<file path="src/rtl/pipe_stage_reg.sv">
// Generic inter-stage pipeline register with valid/ready handshake,
// flush, bubble masking, optional 2-entry skid and a stall counter.
module pipe_stage_reg #(
  parameter int WIDTH  = 32,
  parameter int INDEX  = 5,
  parameter int CTRL_W = 2,
  parameter int SKID   = 1,
  parameter int CNT_W  = 16
) (
  input  logic              clk_in,
  input  logic              rst_in,
  input  logic              valid_in,
  output logic              ready_out,
  input  logic [CTRL_W-1:0] ctrl_in,
  input  logic [INDEX-1:0]  rd_in,
  input  logic [WIDTH-1:0]  data_a_in,
  input  logic [WIDTH-1:0]  data_b_in,
  input  logic              flush_in,
  output logic              valid_out,
  input  logic              ready_in,
  output logic [CTRL_W-1:0] ctrl_out,
  output logic [INDEX-1:0]  rd_out,
  output logic [WIDTH-1:0]  data_a_out,
  output logic [WIDTH-1:0]  data_b_out,
  output logic [1:0]        occupancy_out,
  output logic [CNT_W-1:0]  stall_cnt_out
);

  typedef struct packed {
    logic [CTRL_W-1:0] ctrl;
    logic [INDEX-1:0]  rd;
    logic [WIDTH-1:0]  a;
    logic [WIDTH-1:0]  b;
  } ent_t;

  localparam logic [CNT_W-1:0] CNT_MAX = '1;

  ent_t main_q;
  ent_t skid_q;
  ent_t in_w;
  logic main_v;
  logic skid_v;
  logic accept;
  logic drain;

  assign in_w = '{
    ctrl: ctrl_in,
    rd:   rd_in,
    a:    data_a_in,
    b:    data_b_in
  };

  // Skid mode breaks the ready_in -> ready_out path.
  if (SKID != 0) begin : g_skid_rdy
    assign ready_out = ~skid_v;
  end else begin : g_pass_rdy
    assign ready_out = ready_in | ~main_v;
  end

  assign accept = valid_in & ready_out;
  assign drain  = main_v & ready_in;

  always_ff @(posedge clk_in or negedge rst_in) begin
    if (!rst_in) begin
      main_v <= 1'b0;
      skid_v <= 1'b0;
      main_q <= '0;
      skid_q <= '0;
    end else if (flush_in) begin
      main_v <= 1'b0;
      skid_v <= 1'b0;
    end else if (SKID != 0) begin
      if (drain) begin
        if (skid_v) begin
          main_q <= skid_q;
          skid_v <= 1'b0;
        end else if (accept) begin
          main_q <= in_w;
        end else begin
          main_v <= 1'b0;
        end
      end else if (accept) begin
        if (main_v) begin
          skid_q <= in_w;
          skid_v <= 1'b1;
        end else begin
          main_q <= in_w;
          main_v <= 1'b1;
        end
      end
    end else begin
      if (accept) begin
        main_q <= in_w;
        main_v <= 1'b1;
      end else if (drain) begin
        main_v <= 1'b0;
      end
    end
  end

  always_ff @(posedge clk_in or negedge rst_in) begin
    if (!rst_in) begin
      stall_cnt_out <= '0;
    end else if (main_v && !ready_in &&
                 stall_cnt_out != CNT_MAX) begin
      stall_cnt_out <= stall_cnt_out + 1'b1;
    end
  end

  // Bubbles never carry write enables or an index.
  assign valid_out     = main_v;
  assign ctrl_out      = main_v ? main_q.ctrl : '0;
  assign rd_out        = main_v ? main_q.rd : '0;
  assign data_a_out    = main_q.a;
  assign data_b_out    = main_q.b;
  assign occupancy_out = {1'b0, main_v} + {1'b0, skid_v};

endmodule

</file>
<file path="config.mk">
export PLATFORM = sky130hd
export DESIGN_NAME = pipe_stage_reg
export DESIGN_NICKNAME = d
export VERILOG_FILES = /design/src/rtl/pipe_stage_reg.sv
export SDC_FILE = /design/constraint.sdc
export NUM_CORES = 1
export LEC_CHECK = 0
export CELL_PAD_IN_SITES_DETAIL_PLACEMENT = 1
export CELL_PAD_IN_SITES_GLOBAL_PLACEMENT = 2
export CORE_UTILIZATION = 30
export CTS_CLUSTER_DIAMETER = 100
export DETAILED_ROUTE_END_ITERATION = 12
export GPL_TIMING_DRIVEN = 0
export PLACE_DENSITY_LB_ADDON = 0.08
export SYNTH_ARGS = -nofsm -noshare
export SYNTH_HDL_FRONTEND = slang
export SYNTH_SLANG_ARGS = --single-unit
</file>
<file path="constraint.sdc">
create_clock -name clk_in -period 1.7 [get_ports clk_in]
set_clock_uncertainty 0.1 [all_clocks]
set_input_delay 0.34 -clock clk_in [delete_from_list [all_inputs] [get_ports clk_in]]
set_output_delay 0.34 -clock clk_in [all_outputs]
set_load 0.02 [all_outputs]
</file>
# == After elaboration in Yosys (flattened, before gate mapping) ==
# Index checks and enable logic that the tools add are counted.
# totals
regBits,160
inputBits,76
out_inout_bits,91
wordCells,49
# op_classes
addsub,2
n_eq_ne,4
muxes,16
bitwise_logic,5
reduce_logical,11
# op_table
cell,count
two-way mux 71 bit,5
adder 16 x 1 -> 16 bit (second input constant),1
inequality test 16 bit (second input constant),1
two-way mux 1 bit,9
AND reduction 4 bit,2
inequality test 3 bit (second input constant),2
nonzero test 3 bit,2
two-way mux 5 bit,1
nonzero test 2 bit,2
NOT 1 bit,3
AND reduction 3 bit,1
adder 1 x 1 -> 2 bit,1
bitwise AND 1 bit,2
logical AND 1 bit,2
two-way mux 2 bit,1
inequality test 2 x 1 -> 1 bit (second input constant),1
AND reduction 2 bit,1
logical NOT 1 bit,1

# == Longest topological paths before layout ==
# Gate-level depths: netlist of run 1.
# logic_depth
ltp_word,6
depth_mapped,6
ltp_nobuf,5

# == Worst setup path after synthesis of run 1 ==
# Ideal clock, no wire load.
# synth_timing
path_type,reg2reg
start,register stall_cnt_out[0]
end,register stall_cnt_out[2]
setup_ns,0.134
t_arrival_ns,1.633
required_time_ns,1.466
slack_ns,-0.166
path_stages_with_launch,6
n_path_buf,0
synth_period_minus_slack_ns,1.866
cell_sequence,dfrtp_1 -> ha_1 -> nand4_1 -> or4_4 -> and3_1 -> xor2_1
# synth_via
elab_chain_cells,2
elab_cells_between_ends,3
classes_between,add/sub: 1; eq/ne: 1; reduce/logical: 1
# synth_lines
element,line,source
from (decl),26,output logic [CNT_W-1:0] stall_cnt_out
from (signal assigned),106,stall_cnt_out <= stall_cnt_out + 1'b1;
branches (longest 2 deep; another with adder 16 x 1 -> 16 bit),n/a,
# Parallel ways; which one is timed is not known.
# A chain may end at the register's enable or synchronous reset.

# == Worst setup path after layout of run 1 ==
# layout_timing
start,register main_v (netlist: valid_out)
end,register main_q (netlist bit data_b_out[9])
# layout_via
elab_chain_cells,3
elab_cells_between_ends,5
classes_between,eq/ne: 1; mux: 1; bitwise: 1; reduce/logical: 2
# layout_lines
element,line,source
from (decl),41,logic main_v;
from (signal assigned),65,main_v <= 1'b0;
from (signal assigned),70,main_v <= 1'b0;
from (signal assigned),80,main_v <= 1'b0;
bitwise AND 1 bit,61,assign drain = main_v & ready_in;
inequality test 2 x 1 -> 1 bit (no line) / nonzero test 2 bit (equally long branches),n/a,
AND reduction 4 bit (no line),n/a,
to (signal assigned),75,main_q <= skid_q;
to (signal assigned),78,main_q <= in_w;
to (signal assigned),87,main_q <= in_w;
to (decl),38,ent_t main_q;
# Several ways; a longest one is shown, not always the timed one.

==> metrics.txt, run 1 <==
Cell Int Power=8920 uW; Synth warnings=0; pre-CTS setup slack=-1.12 ns; register area share after synthesis=between 50% and 60%; final wirelength=around 22000 um; pin count of the biggest net entering global routing=86; Area Growth Syn to Fin=52.2%; utilization after layout=a little under half; sw frac=~29%; WL per Instance=~19 um; post-synthesis cell count=just over 600; via count of the first global-routing pass=approximately 5800; CP startpoint=valid_out$_DFFE_PN0P_; synthesis-stage register bit count=160; # port buffers=roughly 170; R2R depth=8; worst-path fanout max=6; GRT overflow=0; # clock sinks=160; H-tree depth=4; share of cells above drive strength 1=roughly two fifths; Placed Cells=~1100; post-synth cell types=36; IO Count=around 170; placed cell areas=between 9000 and 10000 um^2; relative slew slack=a little under 60%; R2R Setup Slk=-0.17 ns; FP Rows=56; core area=roughly 24000 um^2; outcome=complete, but fails checks; Final ANT Viol Nets=0; # setup viols final=161; Mapped Nets=roughly 690; kind of critical path=reg2reg; syn avg cell area=12.0 um^2; Clock Tree Root=clkbuf_16; fillers=around 2400; fin crit share=110%; initial core utilization=a little under a third; Gate power share=a little over a quarter; CTS clk-pin slew, worst paths=roughly 0.07 ns; initial antenna violation count=1; Worst Setup EP=data_b_out[9]$_DFFE_PN0P_; first-pass GRT wire length=~32000 um; worst-margin pin slew=about 0.62 ns; total CTS buffers=17; initial drt markers=147; Power Density=1130 nW/um^2; post-synthesis cell area=roughly 7300 um^2; achievable frequency=around 530 MHz; DRC errors left=0; routability cong.=0.751; crit path time final=1.87 ns; Skew-Pair Late Insertion Delay=0.43 ns; Final TNS setup=-17.85 ns; Leakage=~0.0054 uW; Pre-Repair DR Iteration Count=6; Vias/cell=about 4.6; final worst slack=-0.169 ns; Final Hold Fails=0; clk buf depth=2; critical path required time=1.95 ns; share of power burned in the clock network=about 31%; critical path launch point type=flip-flop; worst min path class=in2reg; TritonCTS clock tree=done; sequential power share=about two fifths; GRT Total Usage=between 10% and 20%; Vias=around 5400; Worst R2R End=data_b_out[9]$_DFFE_PN0P_; fin cells=between 1000 and 1500; die height=158 um; Critical Path AT=roughly 2.1 ns; Nets=a little over 900; max-cap violations=0; final instance area=around 11000 um^2; Worst Setup End Kind=flip-flop; Max VDD drop=roughly 0.56 mV; die width=around 160 um; failing checks=setup timing; RSZ-0062 raised after global routing=yes; switching pwr=between 3000 and 4000 uW; HPWL reported at the end of detailed placement=~14000 um; DIE AREA=~25000 um^2; Slew Limit Fails=0; worst r2r src=valid_out$_DFFE_PN0P_
sequential cells by signal, summed over array words and instances, names as in the netlist:
signal / flops
skid_q: 71
valid_out: 1
skid_v: 1
main_q: 7
stall_cnt_out: 16
data_b_out: 32
data_a_out: 32
critical path, cell delays in order (launching register included):
cell and delay, ns:
dfrtp_2 0.47, buf_4 0.16, nor2b_4 0.14, a211oi_4 0.25
buf_6 0.19, buf_12 0.16, clkbuf_16 0.15, nor2_1 0.04
a21oi_1 0.13
power by group through the flow:
stage / Clock (uW) / Combinational, uW / Sequential (uW)
after floorplan: 0 / 1820 / 5170
after global placement: 0 / 3070 / 5190
after detailed placement: 0 / 3180 / 5250
after CTS: 4040 / 3110 / 5190
after global routing: 4210 / 3750 / 5320
final: 3950 / 3450 / 5220
worst min path at each step:
stage	cells past startpoint	slack [ns]	end	start
finish	2	0.34	skid_v$_DFFE_PN0P_	ready_in
global route	2	0.35	skid_v$_DFFE_PN0P_	ready_in
CTS	2	0.32	skid_v$_DFFE_PN0P_	ready_in
detailed placement	1	0.26	stall_cnt_out[5]$_DFFE_PN0P_	rst_in
global placement	1	0.39	skid_q[45]$_DFFE_PN0P_	skid_q[45]$_DFFE_PN0P_
floorplan	0	-0.06	data_a_out[0]$_DFFE_PN0P_	rst_in
layer usage:
layer | track usage (%) | wire, um | part of all wire, % | vias to the layer above
li1 | - | - | - | 2514
met1 | 21.2 | 10100 | 45 | 2767
met2 | 29.1 | 11100 | 50 | 108
met3 | 4.41 | 907 | 4.1 | 16
met4 | 4.58 | 164 | 0.74 | 0
met5 | 0 | 0 | 0 | -
placed cells by master, fill, tap and decap left out, drive strengths merged, types with 2 or more instances in the layout:
master / n
mux2: 73
nand2: 7
clkbuf: 98
ha: 2
inv: 5
buf: 126
nand3: 7
dlygate4sd2: 7
a21oi: 73
and3: 2
clkdlybuf4s15: 18
and2: 7
clkinv: 2
nand4: 5
xor2: 8
dfrtp: 160
mux2i: 71
nor2: 74
xnor2: 5
bufinv: 3
a211oi: 2
nor4: 6
clkinvlp: 4
nor3: 4
clkdlybuf4s50: 73
cell type report:
| type | instances | area, um^2 | area share, % |
|---|---|---|---|
| antenna | 1 | 2.50 | 0.0224 |
| buffer | 94 | 948 | 8.49 |
| clock buffer | 18 | 429 | 3.84 |
| clock inverter | 12 | 160 | 1.43 |
| inverter | 2 | 7.51 | 0.0672 |
| multi-input combinational | 356 | 3110 | 27.8 |
| sequential | 160 | 4020 | 36.0 |
| tap | 319 | 399 | 3.57 |
| timing repair buffer | 211 | 2100 | 18.8 |
per-stage QoR:
stage	hold WS (ns)	total power, uW
after floorplan	-0.0556	6990
after global placement	0.388	8260
after detailed placement	0.263	8430
after CTS	0.324	12300
after global routing	0.352	13300
final	0.341	12600
logic make-up (layout without fill, tap and decap cells):
group           after synthesis  in the layout  share of synthesized area (%)
xor+xnor                     13             13                           1.55
mux                         144            144                           20.9
simple gates                118            118                           8.27
compound gates               79             79                           5.64
other cells                   0              1                              0
flops                       160            160                           54.6
fa+ha+maj                     2              2                          0.341
buf+inv                      97            337                           8.76
timing repair:
action,in CTS,in global routing
hold endpoints to repair,75,0
endpoints found under the setup margin,238,234
setup buffers,7,17
hold buffers,1,0
gates resized for setup,269,185
gates cloned,1,18
pin swaps,3,11
cells in the mapped netlist:
cell	number	area (um^2)
nand3_4	1	17.5
dfrtp_1	160	4000
a21oi_1	73	365
or2_2	1	6.26
or4_4	1	11.3
nand4b_1	1	8.76
buf_2	28	140
mux2_2	73	822
o2111ai_1	1	8.76
buf_4	65	488
nor4b_1	1	8.76
nor4_2	2	25.0
o211ai_1	1	7.51
nand3_1	6	30.0
and3_1	2	12.5
nand2_1	7	26.3
clkbuf_1	2	7.51
nor3_2	1	10.0
xnor2_1	5	43.8
nor3_1	3	15.0
and2_1	7	43.8
nor2b_1	1	6.26
mux2i_1	71	711
a211oi_2	1	12.5
ha_1	2	25.0
o21a_1	1	7.51
a211oi_1	1	7.51
nor4_1	3	18.8
o21ai_0	1	5.00
xor2_1	8	70.1
nor2_1	74	278
nand2b_1	1	6.26
nor4_4	1	21.3
inv_1	2	7.51
nand4_4	2	42.5
nand4_1	3	18.8
Power figures use the tool's default switching activity.
==> run 2, diff against run 1 <==
--- a/config.mk
+++ b/config.mk
@@ -7,11 +7,12 @@
 export LEC_CHECK = 0
 export CELL_PAD_IN_SITES_DETAIL_PLACEMENT = 1
 export CELL_PAD_IN_SITES_GLOBAL_PLACEMENT = 2
-export CORE_UTILIZATION = 30
+export CORE_UTILIZATION = 35
 export CTS_CLUSTER_DIAMETER = 100
 export DETAILED_ROUTE_END_ITERATION = 12
 export GPL_TIMING_DRIVEN = 0
 export PLACE_DENSITY_LB_ADDON = 0.08
+export SLEW_MARGIN = 20
 export SYNTH_ARGS = -nofsm -noshare
 export SYNTH_HDL_FRONTEND = slang
 export SYNTH_SLANG_ARGS = --single-unit
==> constraint.sdc (replaced) <==
create_clock -name clk_in -period 2.38 [get_ports clk_in]
set_clock_uncertainty 0.1 [all_clocks]
set_input_delay 0.476 -clock clk_in [delete_from_list [all_inputs] [get_ports clk_in]]
set_output_delay 0.476 -clock clk_in [all_outputs]
set_load 0.02 [all_outputs]
==> run 2 against run 1 <==
Compared with the run above:
- the run now ends clean
- sequential share of layout area rose by 4.1 points
- cell count fell by 7.5%
- power fell by 33%
- first-iteration DRC count fell by 2.0%
- largest power group unchanged
- highest routed layer unchanged
==> metrics.txt, run 2 (synthesis gave the netlist of run 1 again) <==
Critical Path AT=between 1.5 and 2 ns; FP Rows=52; commonest cells after routing, fill and taps aside=159 x dfrtp_1, 157 x clkdlybuf4s50_1, 74 x nor2_1, 73 x a21oi_1, 73 x mux2_2; Vias=5128; Area Growth Syn to Fin=36.0%; critical path required time=about 1.8 ns; achievable frequency=~440 MHz; core area=between 20000 and 25000 um^2; Vias/cell=between 4 and 5; GRT Total Usage=18.2%; worst-margin pin slew=0.582 ns; die width=about 150 um; Final ANT Viol Nets=0; Nets=880; Hold Path Sink=skid_q[13]$_DFFE_PN0P_; DRC errors left=0; fin crit share=a little over nine tenths; kind of critical path=reg2out; H-tree depth=4; final instance area=roughly 10000 um^2; pin count of the biggest net entering global routing=90; relative slew slack=just over 60%; total power=approximately 8500 uW; worst-path fanout max=7; Final Hold Fails=0; Max VDD drop=0.482 mV; HP Start=skid_q[13]$_DFFE_PN0P_; Top reg by flops=skid_q; final wirelength=18600 um; Pre-Repair DR Iteration Count=4; Worst R2R End=data_a_out[8]$_DFFE_PN0P_; via count of the first global-routing pass=~5600; total CTS buffers=17; RSZ-0062 raised after global routing=no; initial core utilization=36.0%; WHS Path Cells=1; initial antenna violation count=0; clk buf depth=2; Slew Limit Fails=0; die height=147 um; WL per Instance=17.2 um; R2R Setup Slk=between 0.3 and 0.4 ns; # port buffers=roughly 170; utilization after layout=about 50%; DIE AREA=around 22000 um^2; routability cong.=around 0.78; crit path time final=roughly 2.3 ns; TritonCTS clock tree=done; # setup viols final=0; fin cells=roughly 1100; Power Density=roughly 850 nW/um^2; placed cell areas=approximately 9400 um^2; CTS clk-pin slew, worst paths=approximately 0.070 ns; Clock Tree Root=clkbuf_16; max-cap violations=0; initial drt markers=between 100 and 150; fillers=around 2100; GRT overflow=0; # clock sinks=160; diode count=0; critical path launch point type=flip-flop; share of cells above drive strength 1=a little over a quarter; worst min path class=reg2reg; Skew-Pair Late Insertion Delay=0.43 ns; max FFs per register=just over 70; first-pass GRT wire length=approximately 30000 um; R2R depth=5; HPWL reported at the end of detailed placement=between 10000 and 15000 um; commonest non-fill, non-tap cell in the layout=dfrtp_1; Placed Cells=about 1100; outcome=finished, final reports clean; Worst Setup End Kind=primary output; IO Count=approximately 170; Leakage=0.00477 uW; worst r2r src=skid_v$_DFFE_PN0P_
[run 2: cell types whose count changed in the layout (fill, tap and decap cells not counted), moves of 5 or more]
cell,delta
buf_2,+20
clkinv_4,+5
dfrtp_1,+14
buf_6,-8
buf_4,-17
buf_12,-18
clkdlybuf4s15_1,-15
mux2_4,-70
clkbuf_16,-18
clkbuf_2,-56
clkdlybuf4s50_1,+84
buf_8,-5
mux2_2,+70
dfrtp_2,-14
[run 2: worst max path at each step]
stage	from	end	cells past startpoint	slack, ns
2_1_floorplan	stall_cnt_out[0]$_DFFE_PN0P_	stall_cnt_out[2]$_DFFE_PN0P_	5	0.51
3_3_place_gp	rst_in	data_a_out[1]$_DFFE_PN0P_	1	-5.93
3_5_place_dp	ready_in	skid_q[61]$_DFFE_PN0P_	6	-0.62
4_1_cts	valid_in	data_a_out[8]$_DFFE_PN0P_	6	0.05
5_1_grt	skid_v$_DFFE_PN0P_	occupancy_out[1]	2	0.04
6_report	skid_v$_DFFE_PN0P_	occupancy_out[1]	2	0.08
[run 2: repair_timing]
item | in CTS | in global routing
endpoints found under the hold margin | 71 | 0
gates resized for setup | 12 | 0
hold buffers | 1 | 0
endpoints found under the setup margin | 149 | 23
gates cloned | 0 | 0
buffers inserted | 0 | 2
pin swaps | 0 | 2
[run 2: worst max-delay path: stages (launching register included)]
cell             delay (ns)
dfrtp_1                0.46
ha_1                   0.22
clkdlybuf4s50_1        0.61
[run 2: cell type report]
type	instances	area, um^2	area share, %
buffer	95	637	6.38
multi-input combinational	356	2710	27.1
sequential	160	4010	40.1
timing repair buffer	170	1720	17.3
clock buffer	18	439	4.40
clock inverter	14	124	1.24
tap	270	338	3.39
inverter	2	7.51	0.0752
[run 2: routing by layer]
| layer | track usage (%) | up-vias | share of wire [%] |
|---|---|---|---|
| li1 | - | 2431 | - |
| met1 | 22.9 | 2571 | 43 |
| met2 | 30.9 | 108 | 51 |
| met3 | 4.57 | 18 | 4.7 |
| met4 | 5.52 | 0 | 1.2 |
| met5 | 0 | - | 0 |
[run 2: per-stage QoR]
step                setup TNS [ns]  setup slack [ns]  hold WS, ns
floorplan                        0             0.514       0.0804
global placement          -1018.81             -5.93        0.388
detailed placement          -80.82            -0.617        0.380
CTS                              0            0.0470        0.410
global route                     0            0.0371        0.416
finish                           0            0.0833        0.405
[run 2: power breakdown]
part | leakage (uW) | internal [uW] | switching, uW
sequential | 0.00189 | 3330 | 360
combinational | 0.00260 | 1240 | 958
clock | 0.000275 | 1400 | 1220
==> run 3, diff against run 2 <==
--- a/config.mk
+++ b/config.mk
@@ -7,8 +7,9 @@
 export LEC_CHECK = 0
 export CELL_PAD_IN_SITES_DETAIL_PLACEMENT = 1
 export CELL_PAD_IN_SITES_GLOBAL_PLACEMENT = 2
-export CORE_UTILIZATION = 35
-export CTS_CLUSTER_DIAMETER = 100
+export CORE_UTILIZATION = 30
+export CTS_CLUSTER_DIAMETER = 80
+export CTS_CLUSTER_SIZE = 10
 export DETAILED_ROUTE_END_ITERATION = 12
 export GPL_TIMING_DRIVEN = 0
 export PLACE_DENSITY_LB_ADDON = 0.08
==> constraint.sdc (replaced) <==
create_clock -name clk_in -period 1.99 [get_ports clk_in]
set_clock_uncertainty 0.1 [all_clocks]
set_input_delay 0.398 -clock clk_in [delete_from_list [all_inputs] [get_ports clk_in]]
set_output_delay 0.398 -clock clk_in [all_outputs]
set_load 0.02 [all_outputs]
==> run 3 against run 2 <==
Compared with the run above:
- utilization is 6.0 points lower
- critical endpoint is now data_a_out[23]
- cell count increased by 4.7%
- non-clock buffer count is 3 higher
- global-route usage decreased by 1.9 points
- power increased by 23%
==> metrics.txt, run 3 (synthesis gave the netlist of run 1 again) <==
H-tree depth=4; Clock Tree Root=clkbuf_16; initial drt markers=120; switching pwr=~2900 uW; WL per Instance=approximately 17 um; relative slew slack=between 60% and 70%; via count of the first global-routing pass=5696; Pre-Repair DR Iteration Count=4; final wirelength=19300 um; achievable frequency=slightly above 500 MHz; routability cong.=about 0.78; GRT overflow=0; Power Density=1020 nW/um^2; commonest non-fill, non-tap cell in the layout=dfrtp_1; Top reg by flops=skid_q; critical path launch point type=flip-flop; # setup viols final=0; max-cap violations=0; R2R Setup Slk=0.10 ns; DIE AREA=between 20000 and 30000 um^2; kind of critical path=reg2out; pin count of the biggest net entering global routing=97; Buf+Inv Stages, Crit Path=2; # port buffers=~170; share of cells above drive strength 1=27.9%; share of power burned in the clock network=33.5%; crit-path max cell delay=around 0.60 ns; worst-margin pin slew=approximately 0.52 ns; sw frac=between 20% and 30%; Final TNS setup=0 ns; total CTS buffers=17; worst min path class=in2reg; core area=about 24000 um^2; sequential power share=42.2%; initial antenna violation count=1; Final ANT Viol Nets=0; CP delay by family, top=buffers and inverters; diode count=0; max FFs per register=71; die height=158 um; IO Count=167; Nets=~900; initial core utilization=30.9%; outcome=finished, final reports clean; crit path time final=around 2.0 ns; Gate power share=about a quarter; Critical Path AT=1.46 ns; die width=around 160 um; clk buf depth=2; GRT Total Usage=between 10% and 20%; DRC errors left=0; FP Rows=56; Max VDD drop=0.422 mV; Final Hold Fails=0; RSZ-0062 raised after global routing=no; Area Growth Syn to Fin=39.2%; utilization after layout=a little over two fifths; CTS clk-pin slew, worst paths=about 0.060 ns; TritonCTS clock tree=done; Worst Setup End Kind=primary output; Leakage=slightly above 0.005 uW; Vias/cell=roughly 4.5; HPWL reported at the end of detailed placement=between 10000 and 15000 um; Cell Int Power=7490 uW; worst-path fanout max=2; Vias=slightly above 5000; # clock sinks=160; fin crit share=between 90% and 100%; commonest cells after routing, fill and taps aside=158 x dfrtp_1, 84 x buf_4, 76 x clkdlybuf4s50_1, 74 x nor2_1; critical path required time=1.49 ns; Slew Limit Fails=0; Skew-Pair Late Insertion Delay=between 0.4 and 0.5 ns; worst path cell trace=buf_4, clkdlybuf4s50_1; first-pass GRT wire length=just over 30000 um; Crit-path slowest cell=clkdlybuf4s50_1
## run 3: cell count changes in the layout (fill, tap and decap cells not counted), sizes merged
cell           previous run  this run
clkinvlp                  1         3
dlymetal6s2s              0        31
clkinv                    6         2
clkdlybuf4s15             0         7
inv                       9         5
bufinv                    0         4
clkdlybuf4s50           157        76
buf                      97       102
dlygate4sd2               8        50
## run 3: routing by layer
layer | global-route usage (%) | routed length [um] | vias to the layer above
met5 | 0 | 12 | -
met4 | 5.13 | 231 | 2
met3 | 4.19 | 972 | 18
met2 | 28.3 | 10000 | 99
met1 | 19.8 | 8100 | 2607
li1 | - | - | 2425
## run 3: stage by stage
stage               std cells  worst slack (ns)  total power, uW  hold WS (ns)  cell area [um^2]
global placement         1098             -6.35             7030         0.388              9400
CTS                      1135          0.000392            10600         0.410             10100
floorplan                 613             0.124             5940       0.00241              7340
detailed placement       1099            -0.960             7170         0.281              9430
finish                   1136            0.0368            10400         0.243             10200
global route             1136          0.000439            11000         0.279             10200
## run 3: final timing paths
| kind | depth (start not counted) | to | start |
|---|---|---|---|
| max in group asynchronous | 3 | skid_v$_DFFE_PN0P_ | rst_in |
| max reg2reg | 6 | skid_q[53]$_DFFE_PN0P_ | valid_out$_DFFE_PN0P_ |
| min | 2 | skid_v$_DFFE_PN0P_ | ready_in |
| max | 2 | data_a_out[23] | data_a_out[23]$_DFFE_PN0P_ |
| min reg2reg | 1 | skid_q[46]$_DFFE_PN0P_ | skid_q[46]$_DFFE_PN0P_ |
| min in group asynchronous | 2 | stall_cnt_out[10]$_DFFE_PN0P_ | rst_in |
## run 3: cell type report
class,count,area (um^2)
clock buffer,19,443
buffer,94,683
inverter,2,7.51
tap,319,399
sequential,160,4010
multi-input combinational,356,2720
fill,2531,13500
clock inverter,12,183
timing repair buffer,174,1780
## run 3: worst register-to-register path, delay by kind of cell (launching register included)
kind	cells	cell delay, ns
flops	1	0.42
buf+inv	3	0.54
mux	1	0.36
simple gates	2	0.35
## run 3: repair_timing
item / 4_1_cts / 5_1_grt
endpoints found under the hold margin: 64 / 0
buffers inserted: 5 / 1
hold buffers: 1 / 0
endpoints found under the setup margin: 200 / 176
pin swaps: 2 / 0
resized for setup: 97 / 35
## run 3: power by group through the flow
stage | clock, uW | sequential, uW | combinational [uW]
after global placement | 0 | 4420 | 2610
after detailed placement | 0 | 4470 | 2690
after floorplan | 0 | 4400 | 1540
after global routing | 3750 | 4510 | 2760
final | 3500 | 4400 | 2520
after CTS | 3620 | 4410 | 2610
